`src/rtl/rc4_pkg.sv`:
```
// -----------------------------------------------------------------------------
// rc4_pkg
// Shared types and constants for the RC4 keystream/decrypt engine.
//   rc4_prga_state_t : FSM state encoding of rc4_prga_decoder
//   RC4_CHAR_LO/HI   : inclusive range of accepted plaintext letters ('a'..'z')
//   RC4_CHAR_SPACE   : the only other accepted plaintext character (' ')
//   RC4_S_DEPTH      : number of entries in the RC4 S array
//   rc4_state_busy() : true for every state that is part of a byte's processing
// -----------------------------------------------------------------------------
package rc4_pkg;

  typedef enum logic [3:0] {
    ST_IDLE = 4'd0,
    ST_RD_I = 4'd1,
    ST_WT_I = 4'd2,
    ST_RD_J = 4'd3,
    ST_WT_J = 4'd4,
    ST_WR_I = 4'd5,
    ST_WR_J = 4'd6,
    ST_RD_F = 4'd7,
    ST_WT_F = 4'd8,
    ST_WR_O = 4'd9,
    ST_NEXT = 4'd10,
    ST_DONE = 4'd11
  } rc4_prga_state_t;

  localparam logic [7:0] RC4_CHAR_LO    = 8'h61;
  localparam logic [7:0] RC4_CHAR_HI    = 8'h7A;
  localparam logic [7:0] RC4_CHAR_SPACE = 8'h20;
  localparam int         RC4_S_DEPTH    = 256;

  // Busy covers the whole per-byte sequence, i.e. everything but IDLE and DONE.
  function automatic logic rc4_state_busy(input rc4_prga_state_t st);
    logic busy_v;
    case (st)
      ST_IDLE: busy_v = 1'b0;
      ST_DONE: busy_v = 1'b0;
      default: busy_v = 1'b1;
    endcase
    return busy_v;
  endfunction

endpackage

```
`src/rtl/rc4_char_check.sv`:
```
// -----------------------------------------------------------------------------
// rc4_char_check
// Combinational plaintext character filter used for early abort during a
// brute-force key search: a byte is acceptable when it is a lowercase letter
// or a space.
// Ports:
//   char_byte : in  8  candidate plaintext byte
//   valid     : out 1  1 when char_byte is in 'a'..'z' or equals ' '
// -----------------------------------------------------------------------------
module rc4_char_check
  import rc4_pkg::*;
(
  input  logic [7:0] char_byte,
  output logic       valid
);

  logic in_range_s;
  logic is_space_s;

  // Range and space tests, kept separate for readability.
  always_comb begin
    in_range_s = (char_byte >= RC4_CHAR_LO) && (char_byte <= RC4_CHAR_HI);
    is_space_s = (char_byte == RC4_CHAR_SPACE);
    valid      = in_range_s || is_space_s;
  end

endmodule

```
`src/rtl/rc4_prga_decoder.sv`:
```
// -----------------------------------------------------------------------------
// rc4_prga_decoder
// RC4 PRGA keystream generator and decryptor. Runs after S initialisation and
// key scheduling and owns the S memory port while busy. For each of MSG_LEN
// ciphertext bytes it performs the PRGA swap, fetches the keystream byte,
// XORs it with the ciphertext byte and writes the plaintext byte. Each byte
// takes 10 cycles; all memory interface outputs are decoded from the state
// and internal registers only (no input-to-output combinational path).
//
// Optional feature (compile-time macro RC4_PRGA_VALID_CHECK_EN): every written
// plaintext byte is checked by rc4_char_check; the first invalid byte is still
// written, then the run ends in DONE with bad_key=1. Without the macro all
// bytes are processed and bad_key is constant 0.
//
// Parameters:
//   MSG_LEN : number of message bytes (1..256)
//   ADDR_W  : width of encrypted/decrypted memory addresses
// Ports:
//   clk, reset          : clock, synchronous active-high reset
//   start               : level run request, only sampled in IDLE
//   s_mem_addr/data/wren, s_mem_q : S memory (registered read, 1-cycle latency)
//   encr_mem_addr, encr_mem_q     : ciphertext ROM (registered read)
//   decr_mem_addr/data/wren       : plaintext RAM write port
//   busy    : high while processing (not IDLE, not DONE)
//   done    : high while in DONE
//   bad_key : high in DONE when the run aborted on an invalid character
// -----------------------------------------------------------------------------
module rc4_prga_decoder
  import rc4_pkg::*;
#(
  parameter int MSG_LEN = 32,
  parameter int ADDR_W  = (MSG_LEN > 1) ? $clog2(MSG_LEN) : 1
) (
  input  logic              clk,
  input  logic              reset,
  input  logic              start,
  output logic [7:0]        s_mem_addr,
  output logic [7:0]        s_mem_data,
  output logic              s_mem_wren,
  input  logic [7:0]        s_mem_q,
  output logic [ADDR_W-1:0] encr_mem_addr,
  input  logic [7:0]        encr_mem_q,
  output logic [ADDR_W-1:0] decr_mem_addr,
  output logic [7:0]        decr_mem_data,
  output logic              decr_mem_wren,
  output logic              busy,
  output logic              done,
  output logic              bad_key
);

  localparam logic [ADDR_W-1:0] K_LAST = ADDR_W'(MSG_LEN - 1);

  rc4_prga_state_t   state_r;
  rc4_prga_state_t   state_nxt_s;
  logic [7:0]        i_r,   i_nxt_s;
  logic [7:0]        j_r,   j_nxt_s;
  logic [ADDR_W-1:0] k_r,   k_nxt_s;
  logic [7:0]        si_r,  si_nxt_s;
  logic [7:0]        sj_r,  sj_nxt_s;
  logic [7:0]        f_r,   f_nxt_s;
  logic [7:0]        enc_r, enc_nxt_s;
  logic [7:0]        plain_s;

  assign plain_s = f_r ^ enc_r;

`ifdef RC4_PRGA_VALID_CHECK_EN
  logic char_ok_s;
  logic bad_key_r;
  logic bad_nxt_s;

  rc4_char_check u_char_check (
    .char_byte (plain_s),
    .valid     (char_ok_s)
  );

  // Abort flag: cleared when a run is accepted, set on the first invalid byte.
  always_comb begin
    bad_nxt_s = bad_key_r;
    if ((state_r == ST_IDLE) && start) begin
      bad_nxt_s = 1'b0;
    end else if ((state_r == ST_WR_O) && !char_ok_s) begin
      bad_nxt_s = 1'b1;
    end else begin
      bad_nxt_s = bad_key_r;
    end
  end

  // Abort flag register.
  always_ff @(posedge clk) begin
    if (reset) begin
      bad_key_r <= 1'b0;
    end else begin
      bad_key_r <= bad_nxt_s;
    end
  end

  assign bad_key = bad_key_r;
`else
  assign bad_key = 1'b0;
`endif

  // Next-state and datapath register update logic.
  always_comb begin
    state_nxt_s = state_r;
    i_nxt_s     = i_r;
    j_nxt_s     = j_r;
    k_nxt_s     = k_r;
    si_nxt_s    = si_r;
    sj_nxt_s    = sj_r;
    f_nxt_s     = f_r;
    enc_nxt_s   = enc_r;
    case (state_r)
      ST_IDLE: begin
        if (start) begin
          i_nxt_s     = 8'd1;
          j_nxt_s     = 8'd0;
          k_nxt_s     = '0;
          state_nxt_s = ST_RD_I;
        end else begin
          state_nxt_s = ST_IDLE;
        end
      end
      ST_RD_I: state_nxt_s = ST_WT_I;
      ST_WT_I: begin
        si_nxt_s    = s_mem_q;
        j_nxt_s     = j_r + s_mem_q;
        state_nxt_s = ST_RD_J;
      end
      ST_RD_J: state_nxt_s = ST_WT_J;
      ST_WT_J: begin
        sj_nxt_s    = s_mem_q;
        state_nxt_s = ST_WR_I;
      end
      ST_WR_I: state_nxt_s = ST_WR_J;
      ST_WR_J: state_nxt_s = ST_RD_F;
      ST_RD_F: state_nxt_s = ST_WT_F;
      ST_WT_F: begin
        f_nxt_s     = s_mem_q;
        enc_nxt_s   = encr_mem_q;
        state_nxt_s = ST_WR_O;
      end
      ST_WR_O: begin
`ifdef RC4_PRGA_VALID_CHECK_EN
        // An invalid byte is still written this cycle; the run then ends.
        if (char_ok_s) begin
          state_nxt_s = ST_NEXT;
        end else begin
          state_nxt_s = ST_DONE;
        end
`else
        state_nxt_s = ST_NEXT;
`endif
      end
      ST_NEXT: begin
        if (k_r == K_LAST) begin
          state_nxt_s = ST_DONE;
        end else begin
          k_nxt_s     = k_r + ADDR_W'(1);
          i_nxt_s     = i_r + 8'd1;
          state_nxt_s = ST_RD_I;
        end
      end
      ST_DONE: begin
        // A start level held from the previous run must drop before a new run.
        if (start) begin
          state_nxt_s = ST_DONE;
        end else begin
          state_nxt_s = ST_IDLE;
        end
      end
      default: state_nxt_s = ST_IDLE;
    endcase
  end

  // State and datapath registers; reset returns everything to zero.
  always_ff @(posedge clk) begin
    if (reset) begin
      state_r <= ST_IDLE;
      i_r     <= 8'd0;
      j_r     <= 8'd0;
      k_r     <= '0;
      si_r    <= 8'd0;
      sj_r    <= 8'd0;
      f_r     <= 8'd0;
      enc_r   <= 8'd0;
    end else begin
      state_r <= state_nxt_s;
      i_r     <= i_nxt_s;
      j_r     <= j_nxt_s;
      k_r     <= k_nxt_s;
      si_r    <= si_nxt_s;
      sj_r    <= sj_nxt_s;
      f_r     <= f_nxt_s;
      enc_r   <= enc_nxt_s;
    end
  end

  // Moore decode of the memory ports; idle values are all zero.
  always_comb begin
    s_mem_addr    = 8'd0;
    s_mem_data    = 8'd0;
    s_mem_wren    = 1'b0;
    encr_mem_addr = '0;
    decr_mem_addr = '0;
    decr_mem_data = 8'd0;
    decr_mem_wren = 1'b0;
    case (state_r)
      ST_RD_I: s_mem_addr = i_r;
      ST_RD_J: s_mem_addr = j_r;
      ST_WR_I: begin
        s_mem_addr = i_r;
        s_mem_data = sj_r;
        s_mem_wren = 1'b1;
      end
      ST_WR_J: begin
        // When i == j this rewrites the same entry with the same value.
        s_mem_addr = j_r;
        s_mem_data = si_r;
        s_mem_wren = 1'b1;
      end
      ST_RD_F: begin
        s_mem_addr    = si_r + sj_r;
        encr_mem_addr = k_r;
      end
      ST_WR_O: begin
        decr_mem_addr = k_r;
        decr_mem_data = plain_s;
        decr_mem_wren = 1'b1;
      end
      default: begin
        s_mem_addr = 8'd0;
      end
    endcase
  end

  // Status flags decoded from the state register.
  always_comb begin
    busy = rc4_state_busy(state_r);
    done = (state_r == ST_DONE);
  end

endmodule

```
`config.mk`:
```
export PLATFORM = sky130hd
export DESIGN_NAME = rc4_prga_decoder
export DESIGN_NICKNAME = d
export VERILOG_FILES = /design/src/rtl/rc4_pkg.sv /design/src/rtl/rc4_char_check.sv /design/src/rtl/rc4_prga_decoder.sv
export SDC_FILE = /design/constraint.sdc
export NUM_CORES = 1
export LEC_CHECK = 0
export CORE_UTILIZATION = 42
export DETAILED_ROUTE_END_ITERATION = 10
export PLACE_DENSITY = 0.66
export RECOVER_POWER = 50
export SYNTH_ARGS = -nofsm -noshare
export SYNTH_HDL_FRONTEND = slang
export SYNTH_SLANG_ARGS = --single-unit
```
`constraint.sdc`:
```
create_clock -name clk -period 2.8 [get_ports clk]
set_input_delay 0.56 -clock clk [delete_from_list [all_inputs] [get_ports clk]]
set_output_delay 0.56 -clock clk [all_outputs]
set_load 0.05 [all_outputs]
```
Word-level counts from Yosys, hierarchy flattened. Cells that the tools add are included.

Output and inout bits: 39. Register bits after elaboration: 57. Word-level logic and storage cells: 56.

Muxes and demuxes: 20. Bitwise gates (word level): 1. Add/sub/neg operators: 4. Eq/ne operators: 14. Reductions and logical operators: 9.

Operator list (number): $pmux W4 S12 (1); $pmux W8 S2 (3); $mux W8 (4); $pmux W8 S3 (1); $mux W5 (4); $add A8 B8 Y8 (2); $eq A4 B3 Y1 const B (4); $eq A4 B4 Y1 const B (4); $pmux W5 S2 (1); $add A8 B1 Y8 const B (1); $eq A4 B2 Y1 const B (2); $mux W4 (2); $reduce_or A2 Y1 (4); $xor A8 B8 Y8 (1); $add A5 B1 Y5 const B (1); $eq A5 B5 Y1 const B (1); $eq A4 B1 Y1 const B (1); $logic_not A4 Y1 (1); $mux W1 (4); $ne A2 B2 Y1 const B (2); $reduce_bool A2 Y1 (2); $reduce_and A3 Y1 (1); $reduce_and A2 Y1 (1).

Longest topological paths before layout. Gate-level depths: netlist (run 1).

Depth in word-level cells: 3. Depth in mapped cells: 9. Mapped depth without buffers: 9.

Worst setup path after synthesis (run 1). No wires, ideal clock.

Path type: register -> output. From: reg si_r[0]. To: out s_mem_addr[6]. Data required time: 2.240 ns. Setup slack: -0.525 ns. Cell stages (with the launch flop): 10. Data arrival time: 2.765 ns. Cells stage by stage: dfxtp_1 > ha_1 > inv_1 > fa_1 > nor2b_1 > o21ai_0 > a21oi_1 > o21ai_0 > and3_1 > o31ai_1.

Longest elaborated chain between the ends: 2.

Ends and longest elaborated chain: from (decl) (RTL line rc4_prga_decoder.sv:58) `logic [7:0] si_r, si_nxt_s;`; from (signal assigned) (RTL line rc4_prga_decoder.sv:191) `si_r <= si_nxt_s;`; $add A8 B8 Y8 (RTL line rc4_prga_decoder.sv:222) `s_mem_addr = si_r + sj_r;`; $pmux W8 S3 (RTL line rc4_prga_decoder.sv:207) `case (state_r)`; to (decl) (RTL line rc4_prga_decoder.sv:37) `output logic [7:0] s_mem_addr,`.

Every way passes these cells.

Worst setup path after layout (run 1).
From: reg sj_r[0]. To: out s_mem_addr[6].

Longest elaborated chain between the ends: 2.

Ends and longest elaborated chain: from (decl) (RTL line rc4_prga_decoder.sv:59) `logic [7:0] sj_r, sj_nxt_s;`; from (signal assigned) (RTL line rc4_prga_decoder.sv:192) `sj_r <= sj_nxt_s;`; $add A8 B8 Y8 (RTL line rc4_prga_decoder.sv:222); $pmux W8 S3 (RTL line rc4_prga_decoder.sv:207).

Every way passes these cells.

==> results of run 1 <==
-- routing by layer --
layer	up-vias	track usage	routed length, um
met5	-	0	0
met4	0	0.117	244
met3	21	0.0411	421
met2	105	0.391	4230
met1	1514	0.301	3840
li1	1569	-	-
-- where the power goes --
group	internal, W	switching (W)
Sequential	0.000836	0.0000369
Clock	0.000569	0.000336
Combinational	0.000133	0.000186
-- repair_timing --
action | in CTS | in global routing
resized for setup | 17 | 8
buffers inserted | 7 | 0
endpoints found under the setup margin | 4 | 12
cloned | 0 | 0
pin swaps | 11 | 6
-- flip-flops by register name, summed over array words and instances (netlist names) --
register,cells
f_r,8
sj_r,8
enc_r,8
i_r,8
j_r,8
k_r,5
si_r,8
state_r,4
-- worst register-to-register path: stages (launching register included) --
cell and delay, ns:
dfxtp_1 0.36, ha_1 0.24, and3_1 0.19, ha_1 0.22
nand3b_1 0.24, a211oi_4 0.35, nand4_1 0.24, nor2_1 0.18
xnor2_1 0.13, nor2_1 0.06
-- cell usage in the layout (no fill, tap or decap), types with 5 or more instances in the layout --
master           netlist  layout
xor2_1                10      10
xnor2_1               16      16
clkbuf_8               0      12
inv_1                 12      11
buf_4                  1      23
nor2_1                48      47
o21ai_0               11       5
a22oi_1               20      20
clkdlybuf4s50_1        0      18
nand2_1               76      76
nor3_1                11      10
and2_1                10      10
buf_12                 0      35
a21oi_1               45      43
nand2b_1               8       8
dfxtp_1               57      51
dfxtp_2                0       6
ha_1                  17      15
a21o_1                 5       5
-- how the worst max path moves through the flow --
| stage | start | end | slack (ns) | depth (start not counted) |
|---|---|---|---|---|
| 2_1_floorplan | si_r[0] | s_mem_addr[6] | -0.11 | 9 |
| 4_1_cts | sj_r[0] | s_mem_addr[6] | -0.06 | 10 |
| 6_report | sj_r[0] | s_mem_addr[6] | -0.09 | 10 |
| 3_5_place_dp | sj_r[0] | s_mem_addr[6] | 0.04 | 10 |
| 5_1_grt | sj_r[0] | s_mem_addr[6] | -0.15 | 10 |
| 3_3_place_gp | si_r[0] | s_mem_addr[6] | 0.05 | 10 |
-- final cells by class --
cell class	instances	share of cell area
tap	99	0.0266
timing repair buffer	80	0.231
clock inverter	2	0.0129
multi-input combinational	326	0.437
sequential	57	0.247
clock buffer	13	0.0363
inverter	12	0.00968
-- cells by family (layout without fill, tap and decap cells) --
family	after synthesis	after routing	share of synthesized area
xor+xnor	26	26	0.0706
buf+inv	33	107	0.0423
other cells	1	1	0.00116
mux	2	2	0.00621
simple gates	176	176	0.245
fa+ha+maj	19	19	0.0784
compound gates	102	102	0.202
flops	57	57	0.354
-- per-stage QoR --
step                worst slack [ns]  power (W)  instances  area (um^2)  utilization
global placement              0.0479    0.00119        567         4300        0.586
finish                       -0.0851    0.00210        589         4650        0.635
CTS                          -0.0622    0.00210        589         4640        0.633
floorplan                     -0.106    0.00108        416         3230            -
global route                  -0.154    0.00218        589         4650        0.635
detailed placement            0.0443    0.00119        567         4300        0.586
-- synthesized netlist by cell type, types with 3 or more instances --
cell and instances:
dfxtp_1 57, nor3_1 11, a21o_1 5, a22oi_1 20, ha_1 17, nand2b_1 8, nand3_1 3, nor2b_1 4
a21oi_1 45, xor2_1 10, xnor2_1 16, and3_1 4, o21ai_0 11, nand4_1 4, inv_1 12, a211oi_1 4
clkbuf_1 18, and2_1 10, nand2_1 76, nor2_1 48
==> reports/metrics.cfg, run 1 <==
[timing]
slew_viol_final = 0
holdWs_ns = 0.466
fin_crit_sh = 1.03
rsz0062_at_grt = yes
period_needed_ns = 2.89
finalSetupTns_ns = -0.105
relSlewSlack = 0.486
setup_violations = 2
clock.fmax_ghz = 0.347
finalHoldViolCount = 0
layout_setup_ws_ns = -0.0851
tightest_slew_ns = 0.772
finClkSkew_ns = 0.00584

[setup_path]
cp-end-kind = output port
critPathTopFamily = compound AO/OA/AOI/OAI gates
path_cells = ha_4 > inv_2 > fa_2 > nor2b_2 > o21ai_2 > a21oi_2 > o21ai_2 > and3_4 > o31ai_4 > buf_12
r2r_slack_ns = 0.50
r2r_end = i_r[7]
cp_num_buf_inv = 2
cpMostUsedCell = o21ai_2
required_ns = 2.24
slowest_stage = dfxtp_2
worst_r2r_startpoint = k_r[0]
r2r_cells = 9
cp.arrival_ns = 2.33
critPathMaxStageDelay_ns = 0.35
path_class = flip-flop to output port
crit_fanout = 2
start_kind = flip-flop

[global_routing]
antenna_found_initial = 0
grt_usage = 0.238
grt_max_degree = 18
overflow = 0
grt_pass1_wl_um = 14300
grt_pass1_vias = 2950

[yosys]
synth_edf_count = 0
ys_seq_area_frac = 0.354
synth_cell_types = 43
synth_top_area_cell = dfxtp_1
syn_avg_cell_area_um2 = 7.75
yosysTopAreaCellShare = 0.354
synth-seq-cells = 57
synth_area_leaders = dfxtp_1 (35%), nand2_1 (8.9%), a21oi_1 (7.0%)
async_flop_share = 0
synth_area_um2 = 3220
synth_nets = 454
yosysWarnings = 0
synth_cells = 416
ys.flop_type = dfxtp_1

[clocking]
clk_pin_slew_worst_paths_ns = 0.07
cts_hold_buffers = 0
worstSkewPairLatency_ns = 0.35
cts.sinks = 57
cts_tree = yes
h-tree-depth = 3
cts_buffer_depth = 2
cts_buffers = 9
cts-root-buf = clkbuf_8

[hold_path]
worstHoldStart = f_r[4]
hold_end = f_r[4]
hold-path-cell-count = 2
hold_class = flip-flop to flip-flop

[floorplan]
initial_utilization = 0.440
io_pins = 58
row_count = 31
die_width_um = 89.6
die_area_um2 = 8030
fp.dieH_um = 89.6
coreArea_um2 = 7330

[final_layout]
drive_gt1_frac = 0.202
nFillCells = 606
antennaDiodeCount = 0
seq_area_um2 = 1150
nNetsFinal = 524
syn_to_final_growth_pct = 44.4
multi_input_area_um2 = 2030

[run]
max_cap_viol_count = 0

[power]
p_per_area_nw_per_um2 = 451
vdd_drop_max_mv = 0.234
leakage_nw = 1.73

[detailed_routing]
viasPerCell = 5.45
via_count = 3209
ant_nets = 0
drc = 0
drt_pass1_iterations = 5
routed_wl_um = 8740
drt-initial-drc-count = 235
wire_per_inst_um = 14.8

[placed_design]
finalWeightedCongestion = 0.860
dpl.hpwl_um = 6160
port_buffers = 56

[status]
violations = negative setup slack
status = finished, violations left

Note: power is estimated with default switching activity, not from simulation.
==> inputs of run 2 (changes only) <==
Settings changed: CORE_UTILIZATION 42 to 40, CTS_CLUSTER_SIZE set to 10, PLACE_DENSITY 0.66 to 0.64.
==> reports/metrics.cfg, run 2 (synthesized netlist as in run 1, its figures left out) <==
[status]
status = finished, violations left
violations = negative setup slack

[floorplan]
row_count = 32  ; +3.2%
io_pins = 58  ; unchanged
fp.dieH_um = 91.8  ; +2.4%
die_width_um = 91.8  ; +2.4%
die_area_um2 = 8420  ; +4.9%
initial_utilization = 0.415  ; -0.0247
coreArea_um2 = 7770  ; +6.0%

[detailed_routing]
viasPerCell = 5.34  ; -2.1%
wire_per_inst_um = 15.0  ; +1.4%
ant_nets = 0  ; unchanged
routed_wl_um = 8900  ; +1.9%
drt-initial-drc-count = 264  ; +12%
drt_pass1_iterations = 5  ; unchanged
via_count = 3159  ; -1.6%
drc = 0  ; unchanged

[global_routing]
grt_max_degree = 43  ; +25
antenna_found_initial = 0  ; unchanged
grt_pass1_wl_um = 14700  ; +3.1%
grt_usage = 0.222  ; -0.0159
overflow = 0  ; unchanged
grt_pass1_vias = 3076  ; +4.3%

[final_layout]
mostFrequentLayoutCells = nand2_1 (76), dfxtp_1 (50), nor2_1 (48)
fin_area_um2 = 4660  ; about the same
drive_gt1_frac = 0.208  ; +0.00612
antennaDiodeCount = 0  ; unchanged
nNetsFinal = 524  ; unchanged
syn_to_final_growth_pct = 44.5  ; about the same
final_common_cell = nand2_1
nFillCells = 714  ; +18%
fin_util = 0.600  ; -0.0352
stdcell_count = 592  ; +0.51%

[clocking]
clk_pin_slew_worst_paths_ns = 0.06  ; about the same
h-tree-depth = 3  ; unchanged
cts_buffer_depth = 2  ; unchanged
worstSkewPairLatency_ns = 0.34  ; about the same
cts_hold_buffers = 0  ; unchanged
cts_buffers = 9  ; unchanged
cts-root-buf = clkbuf_8
cts.sinks = 57  ; unchanged
cts_tree = yes

[timing]
clock.fmax_ghz = 0.343  ; -1.0%
finalHoldViolCount = 0  ; unchanged
setup_violations = 2  ; unchanged
finClkSkew_ns = 0.00473  ; -0.00111 ns
tightest_slew_ns = 0.879  ; +0.107 ns
fin_crit_sh = 1.04  ; +0.0105
slew_viol_final = 0  ; unchanged
rsz0062_at_grt = yes
relSlewSlack = 0.414  ; -0.0713
period_needed_ns = 2.91  ; +0.0295 ns
layout_setup_ws_ns = -0.115  ; -0.0295 ns

[placed_design]
finalWeightedCongestion = 0.843  ; -2.0%
dpl.hpwl_um = 6140  ; -0.36%
placed_area_um2 = 4300  ; about the same
dp.cells = 568  ; +0.18%
port_buffers = 56  ; unchanged

[setup_path]
path_class = flip-flop to output port
crit_fanout = 2  ; unchanged
slowest_stage = dfxtp_2
cp.arrival_ns = 2.35  ; +0.02 ns
cp-end-kind = output port
required_ns = 2.24  ; about the same
start_kind = flip-flop
cp_num_buf_inv = 2  ; unchanged
critPathTopFamily = compound AO/OA/AOI/OAI gates
cpMostUsedCell = o21ai_2
path_cells = ha_4 > inv_2 > fa_2 > nor2b_2 > o21ai_2 > a21oi_2 > o21ai_2 > and3_4 > o31ai_4 > buf_12
critPathMaxStageDelay_ns = 0.35  ; about the same

[hold_path]
hold_class = flip-flop to flip-flop

[power]
leakage_nw = 1.73  ; +0.31%
vdd_drop_max_mv = 0.268  ; +14%
finalPower_w = 0.00209  ; -0.52%
p_per_area_nw_per_um2 = 448  ; -0.60%

[run]
max_cap_viol_count = 0  ; unchanged

-- run 2: area by class of cell --
class                      count  area, um^2  share of cell area
clock buffer                  13         169              0.0363
clock inverter                 2        60.1              0.0129
inverter                      12        45.0             0.00967
multi-input combinational    326        2020               0.434
sequential                    57        1150               0.247
tap                          102         128              0.0274
timing repair buffer          80        1080               0.233
-- run 2: tightest hold or removal path: cells and delay by family (launching register included) --
family	cells	cell delay [ns]
DFF	1	0.32
AOI/OAI and AO/OA	1	0.05
and+or+nand+nor	1	0.05
-- run 2: worst paths after layout --
kind	startpoint	end	slack (ns)	cells after the start
setup / recovery	si_r[0]	s_mem_addr[6]	-0.11	10
hold / removal	enc_r[7]	enc_r[7]	0.47	2
setup reg to reg	k_r[0]	i_r[7]	0.38	9
hold reg to reg	enc_r[7]	enc_r[7]	0.47	2
-- run 2: what timing repair did --
item                       in CTS  in global routing
resized for setup              18                  9
setup buffers                   9                  2
pin swaps                      12                  8
setup endpoints to repair       4                 13
-- run 2: through the flow --
stage | TNS (ns) | hold WS [ns] | setup slack (ns)
global route | -0.879 | 0.497 | -0.186
finish | -0.164 | 0.467 | -0.115
detailed placement | 0 | 0.462 | 0.00734
CTS | -0.132 | 0.471 | -0.0886
global placement | 0 | 0.455 | 0.0558
floorplan | -0.106 | 0.449 | -0.106
-- run 2: per-layer routing --
layer / share of wire / vias to the layer above / global-route usage / wire (um)
met5: 0 / - / 0 / 0
met4: 0.017 / 0 / 0.0729 / 148
met3: 0.046 / 15 / 0.0498 / 406
met2: 0.50 / 81 / 0.392 / 4430
met1: 0.44 / 1494 / 0.265 / 3920
li1: - / 1569 / - / -
-- run 2: report_power, final --
| part | internal [W] | total (W) | switching, W |
|---|---|---|---|
| Combinational | 0.000130 | 0.000308 | 0.000178 |
| Clock | 0.000570 | 0.000900 | 0.000331 |
| Sequential | 0.000837 | 0.000878 | 0.0000416 |
==> inputs of run 3 (changes only) <==
Settings changed: CELL_PAD_IN_SITES_DETAIL_PLACEMENT set to 1, CELL_PAD_IN_SITES_GLOBAL_PLACEMENT set to 2, CORE_UTILIZATION 40 to 30, GPL_ROUTABILITY_DRIVEN set to 0, PLACE_DENSITY 0.64 to 0.79.
==> reports/metrics.cfg, run 3 (synthesized netlist as in run 1, its figures left out) <==
[timing]
rsz0062_at_grt = yes
finalSetupTns_ns = -0.186  ; -0.0215 ns
clock.fmax_ghz = 0.342  ; -0.35%
period_needed_ns = 2.92  ; +0.0101 ns
tightest_slew_ns = 0.706  ; -0.173 ns
relSlewSlack = 0.526  ; +0.111
layout_setup_ws_ns = -0.125  ; -0.0101 ns
fin_crit_sh = 1.04  ; +0.00362
slew_viol_final = 0  ; unchanged
finalHoldViolCount = 0  ; unchanged
setup_violations = 2  ; unchanged
finClkSkew_ns = 0.00563  ; +0.000902 ns

[floorplan]
die_width_um = 106  ; +15%
io_pins = 58  ; unchanged
initial_utilization = 0.311  ; -0.104
row_count = 37  ; +16%
fp.dieH_um = 106  ; +15%
coreArea_um2 = 10400  ; +34%
die_area_um2 = 11200  ; +33%

[final_layout]
antennaDiodeCount = 0  ; unchanged
fin_util = 0.449  ; -0.151
syn_to_final_growth_pct = 44.4  ; about the same
final_common_cell = nand2_1
nNetsFinal = 525  ; +0.19%
nFillCells = 1251  ; +75%
mostFrequentLayoutCells = nand2_1 (76), dfxtp_1 (50), nor2_1 (47)
drive_gt1_frac = 0.204  ; -0.00450

[clocking]
cts_tree = yes
cts-root-buf = clkbuf_8
cts.sinks = 57  ; unchanged
worstSkewPairLatency_ns = 0.34  ; about the same
h-tree-depth = 3  ; unchanged
cts_hold_buffers = 0  ; unchanged
cts_buffers = 9  ; unchanged
clk_pin_slew_worst_paths_ns = 0.07  ; about the same
cts_buffer_depth = 2  ; unchanged

[status]
violations = negative setup slack
status = finished, violations left

[setup_path]
required_ns = 2.24  ; about the same
critPathMaxStageDelay_ns = 0.37  ; +0.02 ns
cp-end-kind = output port
crit_fanout = 2  ; unchanged
path_cells = ha_4 > inv_2 > fa_2 > nor2b_2 > o21ai_2 > a21oi_2 > o21ai_2 > and3_4 > o31ai_4 > buf_12
cpMostUsedCell = o21ai_2
slowest_stage = fa_2
cp.arrival_ns = 2.36  ; about the same
start_kind = flip-flop
path_class = flip-flop to output port

[global_routing]
antenna_found_initial = 0  ; unchanged
use_met1 = 0.243  ; -0.0225
grt.busiest_layer = met2
grt_max_degree = 42  ; -2.3%
grt_pass1_wl_um = 16800  ; +14%
overflow = 0  ; unchanged
use_met3 = 0.0309  ; -0.0188
grtUsageMet2 = 0.331  ; -0.0601
grt_pass1_vias = 3342  ; +8.6%
grt_usage = 0.193  ; -0.0292

[detailed_routing]
routed_wl_um = 10300  ; +16%
wire_per_inst_um = 16.4  ; +9.1%
via_count = 3180  ; +0.66%
viasPerCell = 5.07  ; -5.0%
ant_nets = 0  ; unchanged
drt_pass1_iterations = 4  ; -1
drt-initial-drc-count = 114  ; -57%
drc = 0  ; unchanged

[power]
vdd_drop_max_mv = 0.199  ; -26%
leakage_nw = 1.70  ; -2.1%
p_per_area_nw_per_um2 = 422  ; -5.9%

[placed_design]
port_buffers = 56  ; unchanged
dpl.hpwl_um = 7650  ; +25%

[hold_path]
hold_class = flip-flop to flip-flop

[run]
max_cap_viol_count = 0  ; unchanged

==> run 3: critical path: cells and delay by family, from the launching register on <==
family | cells | cell delay (ns)
AO/OA/AOI/OAI | 4 | 0.66
flip-flops | 1 | 0.35
AND/OR/NAND/NOR | 2 | 0.29
buffers and inverters | 2 | 0.22
adder cells (fa/ha/maj) | 2 | 0.52
==> run 3: final cells by class <==
type	count	area, um^2	share of cell area
clock inverters	5	57.6	0.0124
multi-input cells	326	2020	0.433
flip-flops and latches	57	1150	0.247
repair buffers	81	1090	0.234
well taps	136	170	0.0366
clock buffers	10	128	0.0274
inverters	12	45.0	0.00968
==> run 3: per-stage QoR <==
step / instances / power (W) / cell area, um^2 / hold slack, ns / setup slack [ns]
floorplan: 416 / 0.00108 / 3230 / 0.449 / -0.106
global placement: 605 / 0.00121 / 4370 / 0.455 / 0.00424
detailed placement: 605 / 0.00122 / 4370 / 0.463 / -0.0726
CTS: 623 / 0.00199 / 4630 / 0.473 / -0.0778
global route: 627 / 0.00206 / 4650 / 0.489 / -0.214
finish: 627 / 0.00196 / 4650 / 0.470 / -0.125
==> run 3: report_power, final <==
part | internal [W] | switching (W) | leakage (nW)
Combinational | 0.000135 | 0.000191 | 1.15
Sequential | 0.000836 | 0.0000398 | 0.464
Clock | 0.000404 | 0.000358 | 0.0844
==> run 3: per-layer routing <==
metal  vias up  routed length (um)  part of all wire
met1      1544                4640              0.45
met4         0                 150             0.015
met5         -                   0                 0
met3        13                 309             0.030
met2        52                5190              0.50
li1       1571                   -                 -
==> run 3: final timing paths <==
check / start / to / slack (ns) / cells past startpoint
hold / removal: f_r[0] / f_r[0] / 0.47 / 2
setup reg to reg: k_r[0] / i_r[7] / 0.36 / 9
setup / recovery: si_r[0] / s_mem_addr[6] / -0.12 / 10
hold reg to reg: f_r[0] / f_r[0] / 0.47 / 2
==> run 3: timing repair <==
| item | 4_1_cts | 5_1_grt |
|---|---|---|
| pin swaps | 12 | 7 |
| setup endpoints to repair | 11 | 15 |
| gates resized for setup | 19 | 9 |
| setup buffers | 3 | 4 |
